**src/rtl/seq_mag_comparator_if.sv**
```systemverilog
// Operand/result handshake bundle for seq_mag_comparator.
// The master side supplies operands and accepts results; the slave side is the comparator.
interface seq_mag_comparator_if #(
   parameter int WIDTH = 16
);
   logic             in_valid;
   logic             in_ready;
   logic [WIDTH-1:0] a;
   logic [WIDTH-1:0] b;
   logic             signed_mode;
   logic             out_valid;
   logic             out_ready;
   logic             a_big;
   logic             b_big;
   logic             a_b;

   modport master (
      output in_valid, a, b, signed_mode, out_ready,
      input  in_ready, out_valid, a_big, b_big, a_b
   );

   modport slave (
      input  in_valid, a, b, signed_mode, out_ready,
      output in_ready, out_valid, a_big, b_big, a_b
   );
endinterface

```
**src/rtl/seq_mag_comparator.sv**
```systemverilog
// Multi-cycle MSB-first magnitude comparator, CHUNK bits per cycle, unsigned or two's-complement.
// Optional macro CMP_EARLY_EXIT_EN: finish on the first differing chunk instead of always scanning all chunks.
//
// state | meaning
// IDLE  | in_ready high, waiting for operands
// CMP   | scanning chunks from MSB down, decision frozen at first difference
// DONE  | result presented, out_valid high until consumer accepts
module seq_mag_comparator #(
   parameter int WIDTH = 16,
   parameter int CHUNK = 2
) (
   input logic                 clk,
   input logic                 rst_n,
   seq_mag_comparator_if.slave bus
);
   localparam int NCH = WIDTH / CHUNK;
   localparam int IW  = (NCH > 1) ? $clog2(NCH) : 1;
   localparam logic [IW-1:0] LAST_IDX = IW'(NCH - 1);

   typedef enum logic [1:0] {
      IDLE = 2'd0,
      CMP  = 2'd1,
      DONE = 2'd2
   } state_t;

   state_t           state;
   logic [WIDTH-1:0] a_q;
   logic [WIDTH-1:0] b_q;
   logic             signed_q;
   logic [IW-1:0]    idx;
   logic             dec_gt;
   logic             dec_lt;
   logic             in_ready_q;
   logic             out_valid_q;
   logic             a_big_q;
   logic             b_big_q;
   logic             a_b_q;

   logic [WIDTH-1:0] msb_flip;
   logic [WIDTH-1:0] a_adj;
   logic [WIDTH-1:0] b_adj;
   logic [CHUNK-1:0] a_ch;
   logic [CHUNK-1:0] b_ch;
   logic             nxt_gt;
   logic             nxt_lt;
   logic             stop;

   // Flipping the sign bit on both sides maps two's-complement order onto unsigned order;
   // the sign bit only lives in the MSB chunk, so the flip is harmless elsewhere.
   always_comb begin
      msb_flip            = '0;
      msb_flip[WIDTH-1]   = signed_q;
      a_adj               = a_q ^ msb_flip;
      b_adj               = b_q ^ msb_flip;
      a_ch                = a_adj[int'(idx) * CHUNK +: CHUNK];
      b_ch                = b_adj[int'(idx) * CHUNK +: CHUNK];
      nxt_gt              = dec_gt | (~dec_lt & (a_ch > b_ch));
      nxt_lt              = dec_lt | (~dec_gt & (a_ch < b_ch));
`ifdef CMP_EARLY_EXIT_EN
      stop                = (idx == '0) | nxt_gt | nxt_lt;
`else
      stop                = (idx == '0);
`endif
   end

   always_ff @(posedge clk or negedge rst_n) begin
      if (!rst_n) begin
         state       <= IDLE;
         a_q         <= '0;
         b_q         <= '0;
         signed_q    <= 1'b0;
         idx         <= '0;
         dec_gt      <= 1'b0;
         dec_lt      <= 1'b0;
         in_ready_q  <= 1'b0;
         out_valid_q <= 1'b0;
         a_big_q     <= 1'b0;
         b_big_q     <= 1'b0;
         a_b_q       <= 1'b0;
      end else begin
         case (state)
            IDLE: begin
               in_ready_q <= 1'b1;
               if (bus.in_valid && in_ready_q) begin
                  a_q        <= bus.a;
                  b_q        <= bus.b;
                  signed_q   <= bus.signed_mode;
                  idx        <= LAST_IDX;
                  dec_gt     <= 1'b0;
                  dec_lt     <= 1'b0;
                  in_ready_q <= 1'b0;
                  state      <= CMP;
               end
            end
            CMP: begin
               dec_gt <= nxt_gt;
               dec_lt <= nxt_lt;
               if (stop) begin
                  out_valid_q <= 1'b1;
                  a_big_q     <= nxt_gt;
                  b_big_q     <= nxt_lt;
                  a_b_q       <= ~(nxt_gt | nxt_lt);
                  state       <= DONE;
               end else begin
                  idx <= idx - 1'b1;
               end
            end
            DONE: begin
               if (bus.out_ready) begin
                  out_valid_q <= 1'b0;
                  a_big_q     <= 1'b0;
                  b_big_q     <= 1'b0;
                  a_b_q       <= 1'b0;
                  in_ready_q  <= 1'b1;
                  state       <= IDLE;
               end
            end
            default: begin
               state <= IDLE;
            end
         endcase
      end
   end

   assign bus.in_ready  = in_ready_q;
   assign bus.out_valid = out_valid_q;
   assign bus.a_big     = a_big_q;
   assign bus.b_big     = b_big_q;
   assign bus.a_b       = a_b_q;
endmodule
```
**src/flat_wrapper.sv**
```systemverilog
// flat-port wrapper written by rule: the top's interface ports become plain ports
module seq_mag_comparator_flat 
#(
   parameter int WIDTH = 16,
   parameter int CHUNK = 2
)
  (clk, rst_n, bus_in_valid, bus_a, bus_b, bus_signed_mode, bus_out_ready, bus_in_ready, bus_out_valid, bus_a_big, bus_b_big, bus_a_b);
  seq_mag_comparator_if #(.WIDTH(WIDTH)) bus_i ();
  input logic clk;
  input logic rst_n;
  input wire logic [$bits(bus_i.in_valid)-1:0] bus_in_valid;
  input wire logic [$bits(bus_i.a)-1:0] bus_a;
  input wire logic [$bits(bus_i.b)-1:0] bus_b;
  input wire logic [$bits(bus_i.signed_mode)-1:0] bus_signed_mode;
  input wire logic [$bits(bus_i.out_ready)-1:0] bus_out_ready;
  output wire logic [$bits(bus_i.in_ready)-1:0] bus_in_ready;
  output wire logic [$bits(bus_i.out_valid)-1:0] bus_out_valid;
  output wire logic [$bits(bus_i.a_big)-1:0] bus_a_big;
  output wire logic [$bits(bus_i.b_big)-1:0] bus_b_big;
  output wire logic [$bits(bus_i.a_b)-1:0] bus_a_b;
  assign bus_i.in_valid = bus_in_valid;
  assign bus_i.a = bus_a;
  assign bus_i.b = bus_b;
  assign bus_i.signed_mode = bus_signed_mode;
  assign bus_i.out_ready = bus_out_ready;
  assign bus_in_ready = bus_i.in_ready;
  assign bus_out_valid = bus_i.out_valid;
  assign bus_a_big = bus_i.a_big;
  assign bus_b_big = bus_i.b_big;
  assign bus_a_b = bus_i.a_b;
  seq_mag_comparator #(.WIDTH(WIDTH), .CHUNK(CHUNK)) u_core (.clk(clk), .rst_n(rst_n), .bus(bus_i));
endmodule
```
**config.mk**
```make
export PLATFORM = sky130hd
export DESIGN_NAME = seq_mag_comparator_flat
export DESIGN_NICKNAME = d
export VERILOG_FILES = /design/src/rtl/seq_mag_comparator_if.sv /design/src/rtl/seq_mag_comparator.sv /design/src/flat_wrapper.sv
export SDC_FILE = /design/constraint.sdc
export NUM_CORES = 1
export LEC_CHECK = 0
export BUFFER_PORTS_ARGS = -buffer_cell sky130_fd_sc_hd__buf_4
export CORE_UTILIZATION = 49
export DETAILED_ROUTE_END_ITERATION = 10
export MAX_ROUTING_LAYER = met4
export PLACE_DENSITY = 0.8
export SLEW_MARGIN = 20
export SYNTH_ARGS = -nofsm -noshare
export SYNTH_HDL_FRONTEND = slang
export SYNTH_SLANG_ARGS = --single-unit
```
**constraint.sdc**
```tcl
create_clock -name clk -period 4.44 [get_ports clk]
set_input_delay 0.666 -clock clk [delete_from_list [all_inputs] [get_ports clk]]
set_output_delay 0.666 -clock clk [all_outputs]
set_load 0.01 [all_outputs]
```
; ---- Word level (Yosys, flattened, before mapping)
; Index checks and enable logic that the tools add are counted.
; W data, S select, Z words.
[totals]
input_bits = 37
word_cells = 67
register_bits = 45
[op_classes]
add_sub_neg = 1
order_cmp = 2
n_mux = 22
n_bitwise = 10
shift = 2
n_eq_ne = 6
n_reduce_logical = 12
[op_table]
columns = op, count
row1 = $shiftx A16 B5 Y2, 2
row2 = $xor A16 B16 Y16, 2
row3 = $pmux W1 S2, 7
row4 = $reduce_and A3 Y1, 3
row5 = $mux W1, 8
row6 = $mux W2, 3
row7 = $mux W3, 2
row8 = $pmux W2 S3, 1
row9 = $pmux W3 S2, 1
row10 = $reduce_and A2 Y1, 3
row11 = $reduce_bool A2 Y1, 3
row12 = $ne A2 B1 Y1 const B, 2
row13 = $ne A2 B2 Y1 const B, 2
row14 = $logic_not A3 Y1, 1
row15 = $not A1 Y1, 3
row16 = $or A1 B1 Y1, 3
row17 = $sub A3 B1 Y3 const B, 1
row18 = $and A1 B1 Y1, 2
row19 = $eq A2 B1 Y1 const B, 1
row20 = $eq A2 B2 Y1 const B, 1
row21 = $gt A2 B2 Y1, 1
row22 = $logic_not A2 Y1, 1
row23 = $lt A2 B2 Y1, 1
row24 = $logic_and A1 B1 Y1, 1

; ---- Depth between registers and ports, before layout
; Gate-level depths: netlist of run 1.
[depth]
depth_word = 9
ltp_mapped = 9
mapped_depth_nobuf = 8

; ---- Least setup slack after synthesis of run 1
; OpenSTA, ideal clock, no wires.
[synth_path]
kind = reg2reg
start = register u_core.idx[0]
end = register u_core.a_b_q (netlist: u_core.bus.a_b)
path_slack_ps = 2458
arrival_time_ps = 1860
setup_time_ps = 122
path_stages_with_launch = 8
cell_sequence = dfrtp_1 > buf_6 > mux4_1 > mux2_2 > ha_1 > nand2_1 > nor3_1 > a32o_1
[synth_between]
elab_chain_cells = 8
[synth_rtl]
columns = item, line
row1 = from (decl), seq_mag_comparator.sv:30  ; logic [IW-1:0] idx;
row2 = from (signal assigned), seq_mag_comparator.sv:105  ; idx <= idx - 1'b1;
row3 = "$shiftx A16 B5 Y2, on equally long branches", "seq_mag_comparator.sv:55, seq_mag_comparator.sv:56"
row4 = $gt A2 B2 Y1 or $lt A2 B2 Y1 (tied branches), "seq_mag_comparator.sv:57, seq_mag_comparator.sv:58"
row5 = "$and A1 B1 Y1, on equally long branches", "seq_mag_comparator.sv:57, seq_mag_comparator.sv:58"
row6 = "$or A1 B1 Y1, on equally long branches", "seq_mag_comparator.sv:57, seq_mag_comparator.sv:58"
row7 = $or A1 B1 Y1, seq_mag_comparator.sv:102  ; a_b_q <= ~(nxt_gt | nxt_lt);
row8 = $not A1 Y1, seq_mag_comparator.sv:102
row9 = $mux W1, seq_mag_comparator.sv:98  ; if (stop) begin
row10 = $pmux W1 S2, seq_mag_comparator.sv:81  ; case (state)
row11 = to (signal assigned), seq_mag_comparator.sv:102
row12 = to (decl), seq_mag_comparator.sv:37  ; logic a_b_q;
; Several ways; a longest one is shown, not always the timed one. The select of a mux whose other input is x is not followed.
; A chain may end at the register's enable or synchronous reset.

; ---- Final worst setup path of run 1
[layout_path]
start = register u_core.idx[0]
end = register u_core.b_big_q (netlist: u_core.bus.b_big)
[layout_between]
elab_chain_cells = 6
[layout_rtl]
columns = item, line
row1 = "$shiftx A16 B5 Y2, on equally long branches", "seq_mag_comparator.sv:55, seq_mag_comparator.sv:56"
row2 = $lt A2 B2 Y1, seq_mag_comparator.sv:58  ; nxt_lt = dec_lt | (~dec_gt & (a_ch < b_ch));
row3 = $and A1 B1 Y1, seq_mag_comparator.sv:58
row4 = $or A1 B1 Y1, seq_mag_comparator.sv:58
row5 = $mux W1, seq_mag_comparator.sv:98
row6 = $pmux W1 S2, seq_mag_comparator.sv:81
row7 = to (signal assigned), seq_mag_comparator.sv:101  ; b_big_q <= nxt_lt;
row8 = to (decl), seq_mag_comparator.sv:36  ; logic b_big_q;
; Several ways; a longest one is shown, not always the timed one. The select of a mux whose other input is x is not followed.

==> flow_metrics.tcl, run 1 <==
set metrics [dict create \
    crit_required_ps 4670 \
    h-tree-depth 2 \
    synth_edf_count 0 \
    drtPass1Iterations 4 \
    die_x_um 67.6 \
    hpwl_mm 2.68 \
    synth_top_family_by_area "simple AND/OR/NAND/NOR gates" \
    cts.sinks 45 \
    synth-compound-area-share 0.0582 \
    critPathLaunch "u_core.idx[0]$_DFFE_PN0P_" \
    grt_setup_unrepaired "false" \
    via_per_inst 5.00 \
    grt_overflow 0 \
    grt_max_degree 46 \
    start_util 0.520 \
    nets 303 \
    place_congestion 0.768 \
    netlist_area_um2 2110 \
    wire_per_inst_um 12.6 \
    arrival_ps 2510 \
    met1_usage 0.254 \
    yosys_warnings 0 \
    status "finished clean" \
    drive_gt1_frac 0.202 \
    netlist.area_leader.share 0.534 \
    n_antenna_cell 0 \
    ant_nets 0 \
    cts_buffers 5 \
    ys.flop_type "dfrtp_1" \
    grt_pass1_wl_mm 6.58 \
    cp-start-kind "register" \
    relSlewSlack 0.603 \
    cts-root-buf "clkbuf_8" \
    vdd_ir_drop_max_mv 0.311 \
    hold_violations 0 \
    syn-num-nets 264 \
    row_count 23 \
    finalCriticalPeriod_ps 2270 \
    die_h_um 67.6 \
    timing.rr.start "u_core.idx[0]$_DFFE_PN0P_" \
    coreArea_um2 4060 \
    tightest_slew_ps 596 \
    post_cts_buffers 0 \
    die_area_um2 4570 \
    route.detailed.drc 0 \
    skew_ps 5.90 \
    grt_pass1_vias 1464 \
    path_class "register to register" \
    synth_seq_cells 45 \
    hold_buffers 0 \
    yosysMostFrequentCell "nand2_1" \
    antenna_found_initial 0 \
    hp-class "primary input to async pin" \
    grt.busiest_layer "met2" \
    synth_common_cells "nand2_1, dfrtp_1, buf_2" \
    dpl_cell_area_um2 2430 \
    ys_async_sr_fraction 1.00 \
    fmax_ghz 0.440 \
    fin_crit_sh 0.512 \
    ys_seq_area_frac 0.534 \
    tns_ps 0 \
    synth_fa_ha_area_frac 0.0237 \
    clockBufferDepth 2 \
    synthCells 223 \
    ioPinCount 42 \
    synthSimpleGateAreaFrac 0.240 \
    worstSetupEndpointType "register" \
    drt-initial-drc-count 111 \
    crit_fanout 9 \
    grt_use_total 0.207 \
    p_leak_nw 1.34 \
    synth_area_leaders "dfrtp_1, nand2_1, mux4_1" \
    syn2layout_area_growth_pct 19.1 \
    ys_types 30 \
    synth_xor_area_frac 0.00831 \
    vias 1566 \
    ctsResizeCount 0 \
    clk_latency_ps 290 \
    yosys.area.top_type "dfrtp_1" \
    maxCapViolCount 0 \
    design_area_um2 2510 \
    cts.reportedPaths.clkPinSlew_ps 80 \
    grtUsageMet3 0.0557 \
    tritoncts "yes" \
    synth.avg_cell_area_um2 9.45 \
    port_buffers 41 \
    setup_viol 0 \
    wl_mm 3.95 \
    p_per_area_nw_per_um2 699 \
    drv_slew 0 \
    grt.met2_usage 0.330 \
    muxShareOfSynthArea 0.0985 \
]
==> through the flow <==
| stage | hold WS (ps) | instances | total power, mW | util | setup WS (ps) |
|---|---|---|---|---|---|
| after floorplan | 370 | 223 | 1.34 | - | 2460 |
| after CTS | 379 | 313 | 1.77 | 0.619 | 2150 |
| final | 352 | 313 | 1.75 | 0.619 | 2170 |
| after global routing | 398 | 313 | 1.91 | 0.619 | 2020 |
| after global placement | 454 | 305 | 1.49 | 0.599 | 2260 |
| after detailed placement | 460 | 305 | 1.52 | 0.599 | 2210 |
==> per-layer routing <==
layer	vias up	wire (um)
met1	729	1770
li1	804	-
met4	0	59
met2	27	1970
met3	6	148
met5	-	0
==> cell usage in the layout, fill, tap and decap left out <==
| cell type | Yosys | final |
|---|---|---|
| a21oi_1 | 6 | 6 |
| a211o_1 | 1 | 1 |
| a31o_2 | 1 | 1 |
| a22o_1 | 1 | 1 |
| dfrtp_1 | 45 | 45 |
| mux2_2 | 3 | 3 |
| buf_4 | 0 | 42 |
| o211ai_1 | 1 | 1 |
| nor2b_1 | 2 | 2 |
| clkbuf_1 | 0 | 3 |
| xnor2_1 | 2 | 2 |
| a31oi_1 | 1 | 1 |
| nand2_1 | 106 | 106 |
| mux4_1 | 5 | 5 |
| inv_1 | 6 | 6 |
| nand3_1 | 3 | 3 |
| and2_1 | 2 | 2 |
| clkbuf_8 | 0 | 5 |
| and3_2 | 0 | 1 |
| o21ai_0 | 1 | 1 |
| o21bai_1 | 1 | 1 |
| mux2i_1 | 2 | 2 |
| a32o_1 | 1 | 1 |
| o22ai_1 | 1 | 1 |
| nand2b_1 | 3 | 3 |
| ha_1 | 4 | 4 |
| a21o_1 | 2 | 2 |
| mux4_2 | 1 | 1 |
| nor2_1 | 6 | 6 |
| nor3_1 | 4 | 4 |
| o2bb2ai_1 | 1 | 1 |
==> sequential cells by signal (all words and copies together) (netlist names) <==
signal                cells
u_core.bus.b_big          1
u_core.state              2
u_core.b_q               16
u_core.dec_gt             1
u_core.signed_q           1
u_core.bus.a_big          1
u_core.bus.out_valid      1
u_core.idx                3
u_core.dec_lt             1
u_core.a_q               16
u_core.bus.in_ready       1
u_core.bus.a_b            1
==> worst max-delay path, stage by stage, from the launching register on <==
cell	delay [ps]
dfrtp_1	570
mux4_2	540
nor2b_1	140
a31oi_1	170
ha_1	290
a21o_1	180
o21bai_1	150
a22o_1	160
==> final timing paths <==
check | slack (ps) | end | depth (start not counted)
worst min register to register | 470 | u_core.b_q[14]$_DFFE_PN0P_ | 2
max in group asynchronous | 3700 | u_core.a_q[7]$_DFFE_PN0P_ | 1
worst max-delay path | 2170 | u_core.bus.b_big$_DFFE_PN0P_ | 7
min in group clk | 470 | u_core.b_q[14]$_DFFE_PN0P_ | 2
worst min-delay path | 350 | u_core.a_q[13]$_DFFE_PN0P_ | 1
worst max register to register | 2170 | u_core.bus.b_big$_DFFE_PN0P_ | 7
==> final cells by class <==
type	count	area, um^2
fillers	356	1550
flip-flops and latches	45	1130
multi-input cells	162	905
repair buffers	42	315
clock buffers	8	80.1
well taps	50	62.6
inverters	6	22.5
==> cell families after synthesis <==
group / Yosys count
compound gates: 18
xor+xnor: 2
fa+ha+maj: 4
buf+inv: 16
flops: 45
mux: 11
simple gates: 127
==> power breakdown <==
group	internal, mW	switching [mW]
clock network	0.112	0.127
logic	0.381	0.375
registers	0.600	0.159
total	1.09	0.661
No activity file was read; power rests on OpenSTA's default activity.
==> run 2, diff against run 1 <==
==> constraint.sdc (replaced) <==
create_clock -name clk -period 2.3 [get_ports clk]
set_input_delay 0.345 -clock clk [delete_from_list [all_inputs] [get_ports clk]]
set_output_delay 0.345 -clock clk [all_outputs]
set_load 0.01 [all_outputs]
==> flow_metrics.tcl, run 2 (synthesized netlist as in run 1, its figures left out) <==
set metrics [dict create \
    grt_overflow 0 \
    maxCapViolCount 0 \
    die_x_um 67.6 \
    tightest_slew_ps 561 \
    whs_ps 39.9 \
    power_mw 3.50 \
    grt_setup_unrepaired "false" \
    port_buffers 41 \
    clockBufferDepth 2 \
    wl_mm 4.15 \
    p_leak_nw 1.37 \
    vdd_ir_drop_max_mv 0.588 \
    coreArea_um2 4060 \
    drt-initial-drc-count 108 \
    reg_top3 "u_core.a_q x16, u_core.b_q x16, u_core.idx x3" \
    cts.reportedPaths.clkPinSlew_ps 80 \
    crit_required_ps 2540 \
    drv_slew 0 \
    arrival_ps 2410 \
    detailedPlace.worstSlack_ps 30.2 \
    crit_fanout 11 \
    vias 1593 \
    most-common-layout-cells "nand2_1, buf_4, dfrtp_1" \
    path_class "register to register" \
    route.detailed.drc 0 \
    finalCriticalPeriod_ps 2170 \
    fin_crit_sh 0.944 \
    tritoncts "yes" \
    hp-class "primary input to async pin" \
    row_count 23 \
    critPathLaunch "u_core.idx[1]$_DFFE_PN0P_" \
    cp-start-kind "register" \
    design_area_um2 2550 \
    ant_nets 0 \
    grtUsageMet3 0.0507 \
    hold_violations 0 \
    nets 306 \
    wire_per_inst_um 13.1 \
    layout_setup_ws_ps 128 \
    skew_ps 5.12 \
    timing.rr.start "u_core.idx[1]$_DFFE_PN0P_" \
    cts.sinks 45 \
    fmax_ghz 0.460 \
    post_cts_buffers 0 \
    grt_pass1_vias 1529 \
    relSlewSlack 0.626 \
    grt_max_degree 46 \
    cts-root-buf "clkbuf_8" \
    dpl_cell_area_um2 2450 \
    tns_ps 0 \
    grt.met2_usage 0.339 \
    hpwl_mm 2.98 \
    syn2layout_area_growth_pct 21.2 \
    grt_use_total 0.220 \
    met1_usage 0.284 \
    drive_gt1_frac 0.222 \
    die_h_um 67.6 \
    n_antenna_cell 0 \
    ctsResizeCount 0 \
    via_per_inst 5.04 \
    place_congestion 0.869 \
    mostFrequentLayoutCell "nand2_1" \
    cts_buffers 5 \
    drtPass1Iterations 4 \
    p_per_area_nw_per_um2 1370 \
    start_util 0.520 \
    ioPinCount 42 \
    worstSetupEndpointType "register" \
    setup_viol 0 \
    status "finished clean" \
    grt_pass1_wl_mm 7.09 \
    hold_buffers 0 \
    die_area_um2 4570 \
    h-tree-depth 2 \
    antenna_found_initial 0 \
    grt.busiest_layer "met2" \
    clk_latency_ps 290 \
]
## run 2: critical path, cell delays in order (launching register included)
cell,delay [ps]
dfrtp_1,610
mux2_2,390
o21ai_0,160
o22ai_1,100
ha_1,350
a21o_1,180
o21bai_1,180
a22o_1,160
## run 2: routing by layer
layer / part of all wire / vias up
met1: 0.47 / 746
met2: 0.49 / 34
li1: - / 809
met4: 0.011 / 0
met3: 0.032 / 4
met5: 0 / -
## run 2: report_power, final
part           leakage (nW)  total [mW]  internal [mW]  switching [mW]
logic                 0.759        1.52          0.760           0.764
registers             0.555        1.45           1.16           0.289
clock network        0.0542       0.530          0.272           0.259
total                  1.37        3.50           2.19            1.31
## run 2: final cells by class
class	count	area, um^2
repair buffers	45	338
flip-flops and latches	45	1130
clock buffers	7	96.3
inverters	6	22.5
multi-input cells	162	903
well taps	50	62.6
clock inverters	1	5.00
fillers	360	1500
## run 2: worst paths after layout
| path | to | slack, ps | depth (start not counted) |
|---|---|---|---|
| max in group asynchronous | u_core.idx[0]$_DFFE_PN0P_ | 1850 | 1 |
| min | u_core.a_q[13]$_DFFE_PN0P_ | 40 | 1 |
| max | u_core.bus.b_big$_DFFE_PN0P_ | 130 | 7 |
| min reg2reg | u_core.a_q[0]$_DFFE_PN0P_ | 470 | 2 |
| max reg2reg | u_core.bus.b_big$_DFFE_PN0P_ | 130 | 7 |
| min in group clk | u_core.a_q[11]$_DFFE_PN0P_ | 240 | 3 |
## run 2: metrics by stage
stage / std cells / utilization
after floorplan: 223 / -
final: 316 / 0.630
after global placement: 308 / 0.604
after CTS: 316 / 0.629
after global routing: 316 / 0.630
after detailed placement: 308 / 0.604
